--- config.mk ---
export PLATFORM = sky130hd
export DESIGN_NAME = wb_port_arbiter_flat
export DESIGN_NICKNAME = d
export VERILOG_FILES = /design/src/rtl/wb_arb_pkg.sv /design/src/rtl/wb_port_arbiter_if.sv /design/src/rtl/wb_arb_fifo.sv /design/src/rtl/wb_port_arbiter.sv /design/src/flat_wrapper.sv
export SDC_FILE = /design/constraint.sdc
export NUM_CORES = 1
export LEC_CHECK = 0
export CORE_MARGIN = 10
export CORE_UTILIZATION = 40
export CTS_CLUSTER_SIZE = 25
export DETAILED_ROUTE_END_ITERATION = 16
export SYNTH_ARGS = -nofsm -noshare
export SYNTH_HDL_FRONTEND = slang
export SYNTH_HIERARCHICAL = 1
export SYNTH_SLANG_ARGS = --single-unit
--- constraint.sdc ---
create_clock -name Clk -period 5.7 [get_ports Clk]
set_clock_uncertainty 0.2 [all_clocks]
set_input_delay 1.14 -clock Clk [delete_from_list [all_inputs] [get_ports Clk]]
set_output_delay 1.14 -clock Clk [all_outputs]
set_load 0.02 [all_outputs]
--- src/rtl/wb_arb_pkg.sv ---
// Shared types for the write-port arbiter: SAD FIFO entry layout, arbiter
// state encoding and the hard-wired zero register index.
// Latency: n/a (types only). Backpressure: n/a.
package wb_arb_pkg;

  localparam logic [4:0] REG_ZERO = 5'd0;

  typedef struct packed {
    logic        valid;  // cleared when a newer pipeline write targets rd
    logic [4:0]  rd;
    logic [31:0] data;
  } entry_t;

  typedef enum logic [1:0] {
    IDLE  = 2'd0,
    DRAIN = 2'd1,
    FORCE = 2'd2
  } state_t;

endpackage

--- src/rtl/wb_port_arbiter_if.sv ---
// Bundle of the arbiter's WB-stage, SAD-engine, register-file and hazard signals.
// slave = arbiter side, master = surrounding pipeline/bench side.
// Optional Pending_Mask exists only when WBARB_PENDING_SCOREBOARD_EN is defined.
interface wb_port_arbiter_if #(parameter int DEPTH = 4);

  localparam int CW = $clog2(DEPTH) + 1;

  logic          WB_RegWrite;
  logic [4:0]    WB_WriteReg;
  logic [31:0]   WB_WriteData;
  logic          SAD_Valid;
  logic          SAD_Ready;
  logic [4:0]    SAD_WriteReg;
  logic [31:0]   SAD_Value;
  logic          RF_RegWrite;
  logic [4:0]    RF_WriteReg;
  logic [31:0]   RF_WriteData;
  logic          Stall_Req;
  logic [CW-1:0] Fifo_Count;
`ifdef WBARB_PENDING_SCOREBOARD_EN
  logic [31:0]   Pending_Mask;
`endif

  modport slave (
    input  WB_RegWrite, WB_WriteReg, WB_WriteData,
    input  SAD_Valid, SAD_WriteReg, SAD_Value,
    output SAD_Ready,
    output RF_RegWrite, RF_WriteReg, RF_WriteData,
    output Stall_Req, Fifo_Count
`ifdef WBARB_PENDING_SCOREBOARD_EN
    , output Pending_Mask
`endif
  );

  modport master (
    output WB_RegWrite, WB_WriteReg, WB_WriteData,
    output SAD_Valid, SAD_WriteReg, SAD_Value,
    input  SAD_Ready,
    input  RF_RegWrite, RF_WriteReg, RF_WriteData,
    input  Stall_Req, Fifo_Count
`ifdef WBARB_PENDING_SCOREBOARD_EN
    , input Pending_Mask
`endif
  );

endinterface

--- src/rtl/wb_arb_fifo.sv ---
// Circular buffer of SAD results with a kill-by-destination port.
// Latency: push visible at head one cycle later; head is a registered read.
// Backpressure: full_o; caller must not push when full or pop when empty.
// Ports: clk_i/rst_i (sync, active-high), push_i/push_entry_i, pop_i,
//   kill_i/kill_reg_i (invalidate every stored entry targeting kill_reg_i),
//   head_o, count_o, full_o, valid_mask_o (WBARB_PENDING_SCOREBOARD_EN only).
module wb_arb_fifo
  import wb_arb_pkg::*;
#(
  parameter int DEPTH = 4
) (
  input  logic                       clk_i,
  input  logic                       rst_i,
  input  logic                       push_i,
  input  entry_t                     push_entry_i,
  input  logic                       pop_i,
  input  logic                       kill_i,
  input  logic [4:0]                 kill_reg_i,
  output entry_t                     head_o,
  output logic [$clog2(DEPTH):0]     count_o,
  output logic                       full_o
`ifdef WBARB_PENDING_SCOREBOARD_EN
  , output logic [31:0]              valid_mask_o
`endif
);

  localparam int PW = $clog2(DEPTH);
  localparam int CW = PW + 1;

  entry_t        mem_q [DEPTH];
  entry_t        mem_d [DEPTH];
  logic [PW-1:0] head_q, tail_q;
  logic [CW-1:0] count_q;

  // Popped slots get their valid bit cleared, so valid bits alone describe
  // live entries and the pending mask needs no occupancy test.
  always_comb begin
    mem_d = mem_q;
    for (int i = 0; i < DEPTH; i++) begin
      if (kill_i && (mem_q[i].rd == kill_reg_i)) mem_d[i].valid = 1'b0;
    end
    if (pop_i) mem_d[head_q].valid = 1'b0;
    // Written after the kill so a same-cycle push to the killed register survives.
    if (push_i) mem_d[tail_q] = push_entry_i;
  end

  always_ff @(posedge clk_i) begin
    if (rst_i) begin
      mem_q   <= '{default: '0};
      head_q  <= '0;
      tail_q  <= '0;
      count_q <= '0;
    end else begin
      mem_q   <= mem_d;
      head_q  <= head_q + PW'(pop_i);
      tail_q  <= tail_q + PW'(push_i);
      count_q <= count_q + CW'(push_i) - CW'(pop_i);
    end
  end

  assign head_o  = mem_q[head_q];
  assign count_o = count_q;
  assign full_o  = (count_q == CW'(DEPTH));

`ifdef WBARB_PENDING_SCOREBOARD_EN
  always_comb begin
    valid_mask_o = '0;
    for (int i = 0; i < DEPTH; i++) begin
      if (mem_q[i].valid) valid_mask_o[mem_q[i].rd] = 1'b1;
    end
    valid_mask_o[0] = 1'b0;
  end
`endif

endmodule

--- src/rtl/wb_port_arbiter.sv ---
// Shares the register-file write port between pipeline WB writes (always win)
// and queued SAD results that drain into free WB slots; 0-cycle port mux.
// Backpressure: SAD_Ready = !full; Stall_Req requests a bubble after MAX_WAIT busy cycles.
// Ports: Clk, Rst (sync, active-high), bus (wb_port_arbiter_if.slave).
// Optional feature macro: WBARB_PENDING_SCOREBOARD_EN adds bus.Pending_Mask.
module wb_port_arbiter
  import wb_arb_pkg::*;
#(
  parameter int DEPTH    = 4,
  parameter int MAX_WAIT = 8
) (
  input logic               Clk,
  input logic               Rst,
  wb_port_arbiter_if.slave  bus
);

  localparam int CW = $clog2(DEPTH) + 1;
  localparam int WW = $clog2(MAX_WAIT + 1);

  entry_t        head, push_entry;
  logic [CW-1:0] count, count_nxt;
  logic          full, free, push, pop, fifo_wr, sad_ready;
  state_t        state_q, state_d;
  logic [WW-1:0] wait_q, wait_d;
`ifdef WBARB_PENDING_SCOREBOARD_EN
  logic [31:0]   pend_mask;
`endif

  // A pipeline write to $0 is a no-op, so it leaves the slot free.
  assign free      = !bus.WB_RegWrite || (bus.WB_WriteReg == REG_ZERO);
  assign fifo_wr   = free && head.valid;
  // A killed head is discarded on the next edge regardless of slot usage.
  assign pop       = (count != '0) && (!head.valid || free);
  assign sad_ready = !Rst && !full;
  // Results for $0 complete the handshake but are dropped.
  assign push      = sad_ready && bus.SAD_Valid && (bus.SAD_WriteReg != REG_ZERO);
  assign push_entry = '{valid: 1'b1, rd: bus.SAD_WriteReg, data: bus.SAD_Value};
  assign count_nxt = count + CW'(push) - CW'(pop);

  wb_arb_fifo #(.DEPTH(DEPTH)) u_fifo (
    .clk_i        (Clk),
    .rst_i        (Rst),
    .push_i       (push),
    .push_entry_i (push_entry),
    .pop_i        (pop),
    .kill_i       (!free),
    .kill_reg_i   (bus.WB_WriteReg),
    .head_o       (head),
    .count_o      (count),
    .full_o       (full)
`ifdef WBARB_PENDING_SCOREBOARD_EN
    , .valid_mask_o (pend_mask)
`endif
  );

  always_comb begin
    bus.RF_RegWrite  = 1'b0;
    bus.RF_WriteReg  = '0;
    bus.RF_WriteData = '0;
    if (!Rst) begin
      if (!free) begin
        bus.RF_RegWrite  = 1'b1;
        bus.RF_WriteReg  = bus.WB_WriteReg;
        bus.RF_WriteData = bus.WB_WriteData;
      end else if (fifo_wr) begin
        bus.RF_RegWrite  = 1'b1;
        bus.RF_WriteReg  = head.rd;
        bus.RF_WriteData = head.data;
      end
    end
  end

  assign bus.SAD_Ready  = sad_ready;
  assign bus.Stall_Req  = !Rst && (state_q == FORCE);
  assign bus.Fifo_Count = Rst ? '0 : count;
`ifdef WBARB_PENDING_SCOREBOARD_EN
  assign bus.Pending_Mask = pend_mask;
`endif

  always_ff @(posedge Clk) begin
    if (Rst) begin
      state_q <= IDLE;
      wait_q  <= '0;
    end else begin
      state_q <= state_d;
      wait_q  <= wait_d;
    end
  end

  always_comb begin
    state_d = state_q;
    wait_d  = wait_q;
    case (state_q)
      IDLE: begin
        wait_d = '0;
        if (push) state_d = DRAIN;
      end
      DRAIN: begin
        if (pop) begin
          wait_d = '0;
        end else if (head.valid && !free) begin
          wait_d = wait_q + WW'(1);
          if (wait_d == WW'(MAX_WAIT)) state_d = FORCE;
        end
      end
      FORCE: begin
        // Hold the stall request until a real write from the FIFO happens;
        // discarding a killed head does not satisfy a waiting valid entry.
        if (fifo_wr) begin
          wait_d  = '0;
          state_d = DRAIN;
        end
      end
      default: begin
        state_d = IDLE;
        wait_d  = '0;
      end
    endcase
    if (count_nxt == '0) begin
      state_d = IDLE;
      wait_d  = '0;
    end
  end

endmodule
--- src/flat_wrapper.sv ---
// flat-port wrapper written by rule: the top's interface ports become plain ports
module wb_port_arbiter_flat import wb_arb_pkg::*;
#(
  parameter int DEPTH    = 4,
  parameter int MAX_WAIT = 8
)
  (Clk, Rst, bus_WB_RegWrite, bus_WB_WriteReg, bus_WB_WriteData, bus_SAD_Valid, bus_SAD_WriteReg, bus_SAD_Value, bus_SAD_Ready, bus_RF_RegWrite, bus_RF_WriteReg, bus_RF_WriteData, bus_Stall_Req, bus_Fifo_Count);
  wb_port_arbiter_if #(.DEPTH(DEPTH)) bus_i ();
  input logic Clk;
  input logic Rst;
  input wire logic [$bits(bus_i.WB_RegWrite)-1:0] bus_WB_RegWrite;
  input wire logic [$bits(bus_i.WB_WriteReg)-1:0] bus_WB_WriteReg;
  input wire logic [$bits(bus_i.WB_WriteData)-1:0] bus_WB_WriteData;
  input wire logic [$bits(bus_i.SAD_Valid)-1:0] bus_SAD_Valid;
  input wire logic [$bits(bus_i.SAD_WriteReg)-1:0] bus_SAD_WriteReg;
  input wire logic [$bits(bus_i.SAD_Value)-1:0] bus_SAD_Value;
  output wire logic [$bits(bus_i.SAD_Ready)-1:0] bus_SAD_Ready;
  output wire logic [$bits(bus_i.RF_RegWrite)-1:0] bus_RF_RegWrite;
  output wire logic [$bits(bus_i.RF_WriteReg)-1:0] bus_RF_WriteReg;
  output wire logic [$bits(bus_i.RF_WriteData)-1:0] bus_RF_WriteData;
  output wire logic [$bits(bus_i.Stall_Req)-1:0] bus_Stall_Req;
  output wire logic [$bits(bus_i.Fifo_Count)-1:0] bus_Fifo_Count;
  assign bus_i.WB_RegWrite = bus_WB_RegWrite;
  assign bus_i.WB_WriteReg = bus_WB_WriteReg;
  assign bus_i.WB_WriteData = bus_WB_WriteData;
  assign bus_i.SAD_Valid = bus_SAD_Valid;
  assign bus_i.SAD_WriteReg = bus_SAD_WriteReg;
  assign bus_i.SAD_Value = bus_SAD_Value;
  assign bus_SAD_Ready = bus_i.SAD_Ready;
  assign bus_RF_RegWrite = bus_i.RF_RegWrite;
  assign bus_RF_WriteReg = bus_i.RF_WriteReg;
  assign bus_RF_WriteData = bus_i.RF_WriteData;
  assign bus_Stall_Req = bus_i.Stall_Req;
  assign bus_Fifo_Count = bus_i.Fifo_Count;
  wb_port_arbiter #(.DEPTH(DEPTH), .MAX_WAIT(MAX_WAIT)) u_core (.Clk(Clk), .Rst(Rst), .bus(bus_i));
endmodule
==> impl_metrics.yaml, run 1 <==
detailed_routing:
  vias: 6960
  drt_iter0_drc: 402
  wirelength_um: 23400
  m1WireLength_um: 10900
  dr_wl_met2_um: 11000
  highest_layer: "met5"
  drc: 0
  wl_met3_um: 1390
  routed_via_density: 5.24
  first_pass_iters: 5
  drt-wirelength-per-cell_um: 17.6
  ant_nets: 0
min_path:
  min-delay-start: "u_core/u_fifo/mem_q[86]"
  hold_depth: 2
  holdPathEnd: "u_core/u_fifo/mem_q[86]"
  worstHoldPathType: "flop to flop"
cells_and_area:
  diodes: 0
  area_growth_syn_to_layout_pct: 23.5
  final_cell_mix: "nand2_1 (338), a21oi_1 (188), dfxtp_1 (163)"
  mostFrequentLayoutCell: "nand2_1"
  num-nets-final: 1137
  nFillCells: 1910
  drive_above_1_share_pct: 8.95
  final_cell_area_mm2: 0.00981
sta:
  fmax_mhz: 190
  relSlewSlack_pct: 21.5
  finalHoldViolCount: 0
  worst_pin_slew_ns: 1.18
  setup_viol: 0
  period_minus_slack_ns: 5.25
  setup_ws_ns: 0.446
  grt_setup_unrepaired: "no"
  tns_ns: 0
  maxSlewViolCount: 0
  period_share_pct: 92.2
critical_path:
  critPathLaunchType: "input port"
  required_ns: 4.36
  ff2ff_path_depth: 8
  critPathKind: "input port to primary output"
  crit_path_end_kind: "primary output"
  cp_common_cell: "clkdlybuf4s50_1"
  crit_chain: "clkdlybuf4s50_1, or3_4, o31ai_4, buf_12, inv_2, nand2_1, a21oi_1, clkdlybuf4s50_1"
  critPathMaxStageDelay_ns: 0.58
  r2r_end: "u_core/state_q[0]"
  cp_slowest_cell: "clkdlybuf4s50_1"
  cp.buffers_inverters: 4
  cp_top_family: "buffers and inverters"
  critPathMaxFanout: 42
  r2r_slack_ns: 2.24
  path_depth: 8
  critPathArrivalTime_ns: 3.91
  rr_startpoint: "u_core/u_fifo/head_q[1]"
run_status:
  status: "complete, no violations"
grt:
  groute.usage.overall_pct: 18.0
  grt_pass1_wl_um: 38200
  overflow: 0
  grt_pass1_vias: 7011
  grt_max_degree: 100
  antenna_found_initial: 1
floorplanning:
  rows: 51
  die_w_um: 161
  core-area_mm2: 0.0195
  dieArea_mm2: 0.0259
  start_util_pct: 40.7
  dieHeight_um: 161
  io_pins: 121
place:
  placedInstanceArea_mm2: 0.00925
  place_hpwl_um: 14700
  post-place-ws_ns: 0.444
  io_buffers: 120
  gp_congestion: 0.823
pwr:
  ir_drop_uv: 245
  p_per_area_mw_per_mm2: 320
  p_leak_nw: 3.25
cts:
  clk_latency_ns: 0.42
  cts_setup_buffers: 0
  cts_tree: "done"
  hold_buffers: 0
  cts_resized: 0
  clkSinkCount: 165
  cts_buffers: 17
  htreeDepth: 4
  clk_path_buf_depth: 2
  root_buffer: "clkbuf_16"
  path_clk_slew_ns: 0.06
synth:
  synth_area_leaders: "dfxtp_1 (42%), nand2_1 (16%), a21oi_1 (12%), mux4_2 (11%), nand3_1 (2.5%)"
  seq_area_frac_synth_pct: 41.6
  synth_top_flop_cell: "dfxtp_1"
  syn_area_per_cell_um2: 8.14
  ys_async_sr_fraction_pct: 0
  synth_edf_count: 0
  synth_top_area_share_pct: 41.6
  synth_area_mm2: 0.00794
  yosysWarnings: 6
  syn_inst: 975
  synth_seq_cells: 165
  yosysTopAreaCell: "dfxtp_1"
  synth.distinct_cells: 49
flow_run:
  drv_cap: 0
cell type report:
type,instances,area [um2],area share [%]
timing repair buffer,137,1390,14.2
clock buffer,22,484,4.94
sequential,165,3310,33.7
multi-input combinational,723,4190,42.8
inverter,7,26.3,0.268
tap,265,332,3.38
clock inverter,8,75.1,0.765
per-stage QoR:
step                      total power, mW  hold WS [ns]  util (%)  instances
after floorplan                      1.82         0.233         -        976
after global placement               2.06         0.239      47.4       1297
after detailed placement             2.06         0.243      47.4       1297
after CTS                            3.16         0.252      50.2       1327
after global routing                 3.29         0.266      50.2       1327
final                                3.13         0.250      50.2       1327
routing by layer:
metal	up-vias	track usage (%)
met5	-	0
met4	2	4.14
met3	11	4.45
met2	186	29.3
met1	3306	23.6
li1	3455	-
tightest hold or removal path: cells and delay by family, from the launching register on:
family / cells / cell delay [ns]
compound gates: 1 / 0.05
simple gates: 1 / 0.05
flops: 1 / 0.31
synth_stat cells (2+ instances only):
master	n
o21a_1	3
ha_1	6
a21o_1	2
a31oi_1	7
nand4_1	2
clkbuf_1	32
mux4_2	38
nor2_1	14
nand2b_1	5
fa_1	2
buf_4	6
inv_1	6
dfxtp_1	165
clkbuf_2	2
a32oi_1	2
nand2_1	338
buf_6	7
a21oi_1	188
a22oi_1	2
xnor2_1	10
and3_1	3
or4_1	3
nor3b_1	2
nor4_1	4
buf_2	34
nor2b_1	8
o21ai_0	3
nand3_1	40
nor3_1	4
xor2_1	18
cell families (layout without fill, tap and decap cells):
kind of cell	after synthesis	after routing	synth area share (%)
simple gates	430	430	22.4
buf+inv	88	174	5.67
mux	38	38	10.8
other cells	1	2	0.0472
fa+ha+maj	8	8	1.45
xor+xnor	28	28	3.09
compound gates	217	217	15.0
flops	165	165	41.6
power breakdown:
part | switching (mW) | internal, mW
clock | 0.459 | 0.642
combinational | 0.438 | 0.342
sequential | 0.0444 | 1.21
total | 0.941 | 2.19
state kept, by name, summed over array words and instances, names as in the netlist:
signal,cells
u_core/u_fifo/mem_q,152
u_core/u_fifo/count_o,3
u_core/wait_q,4
u_core/state_q,2
u_core/u_fifo/head_q,2
u_core/u_fifo/tail_q,2
how the worst max path moves through the flow:
stage,slack (ns),to,start
final,0.45,bus_RF_WriteData[27],bus_WB_WriteReg[2]
after global placement,0.48,bus_RF_WriteData[31],bus_WB_WriteReg[2]
after floorplan,1.81,bus_RF_WriteData[13],bus_WB_WriteReg[2]
after global routing,0.29,bus_RF_WriteData[28],bus_WB_WriteReg[2]
after CTS,0.44,bus_RF_WriteData[27],bus_WB_WriteReg[2]
after detailed placement,0.44,bus_RF_WriteData[27],bus_WB_WriteReg[2]
(Power assumes the default switching activity.)
==> inputs of run 2 (changes only) <==
TNS_END_PERCENT = 30   (was unset)
==> results of run 2 <==
Same layout as run 1: the final DEF is identical, and so are final timing and power.
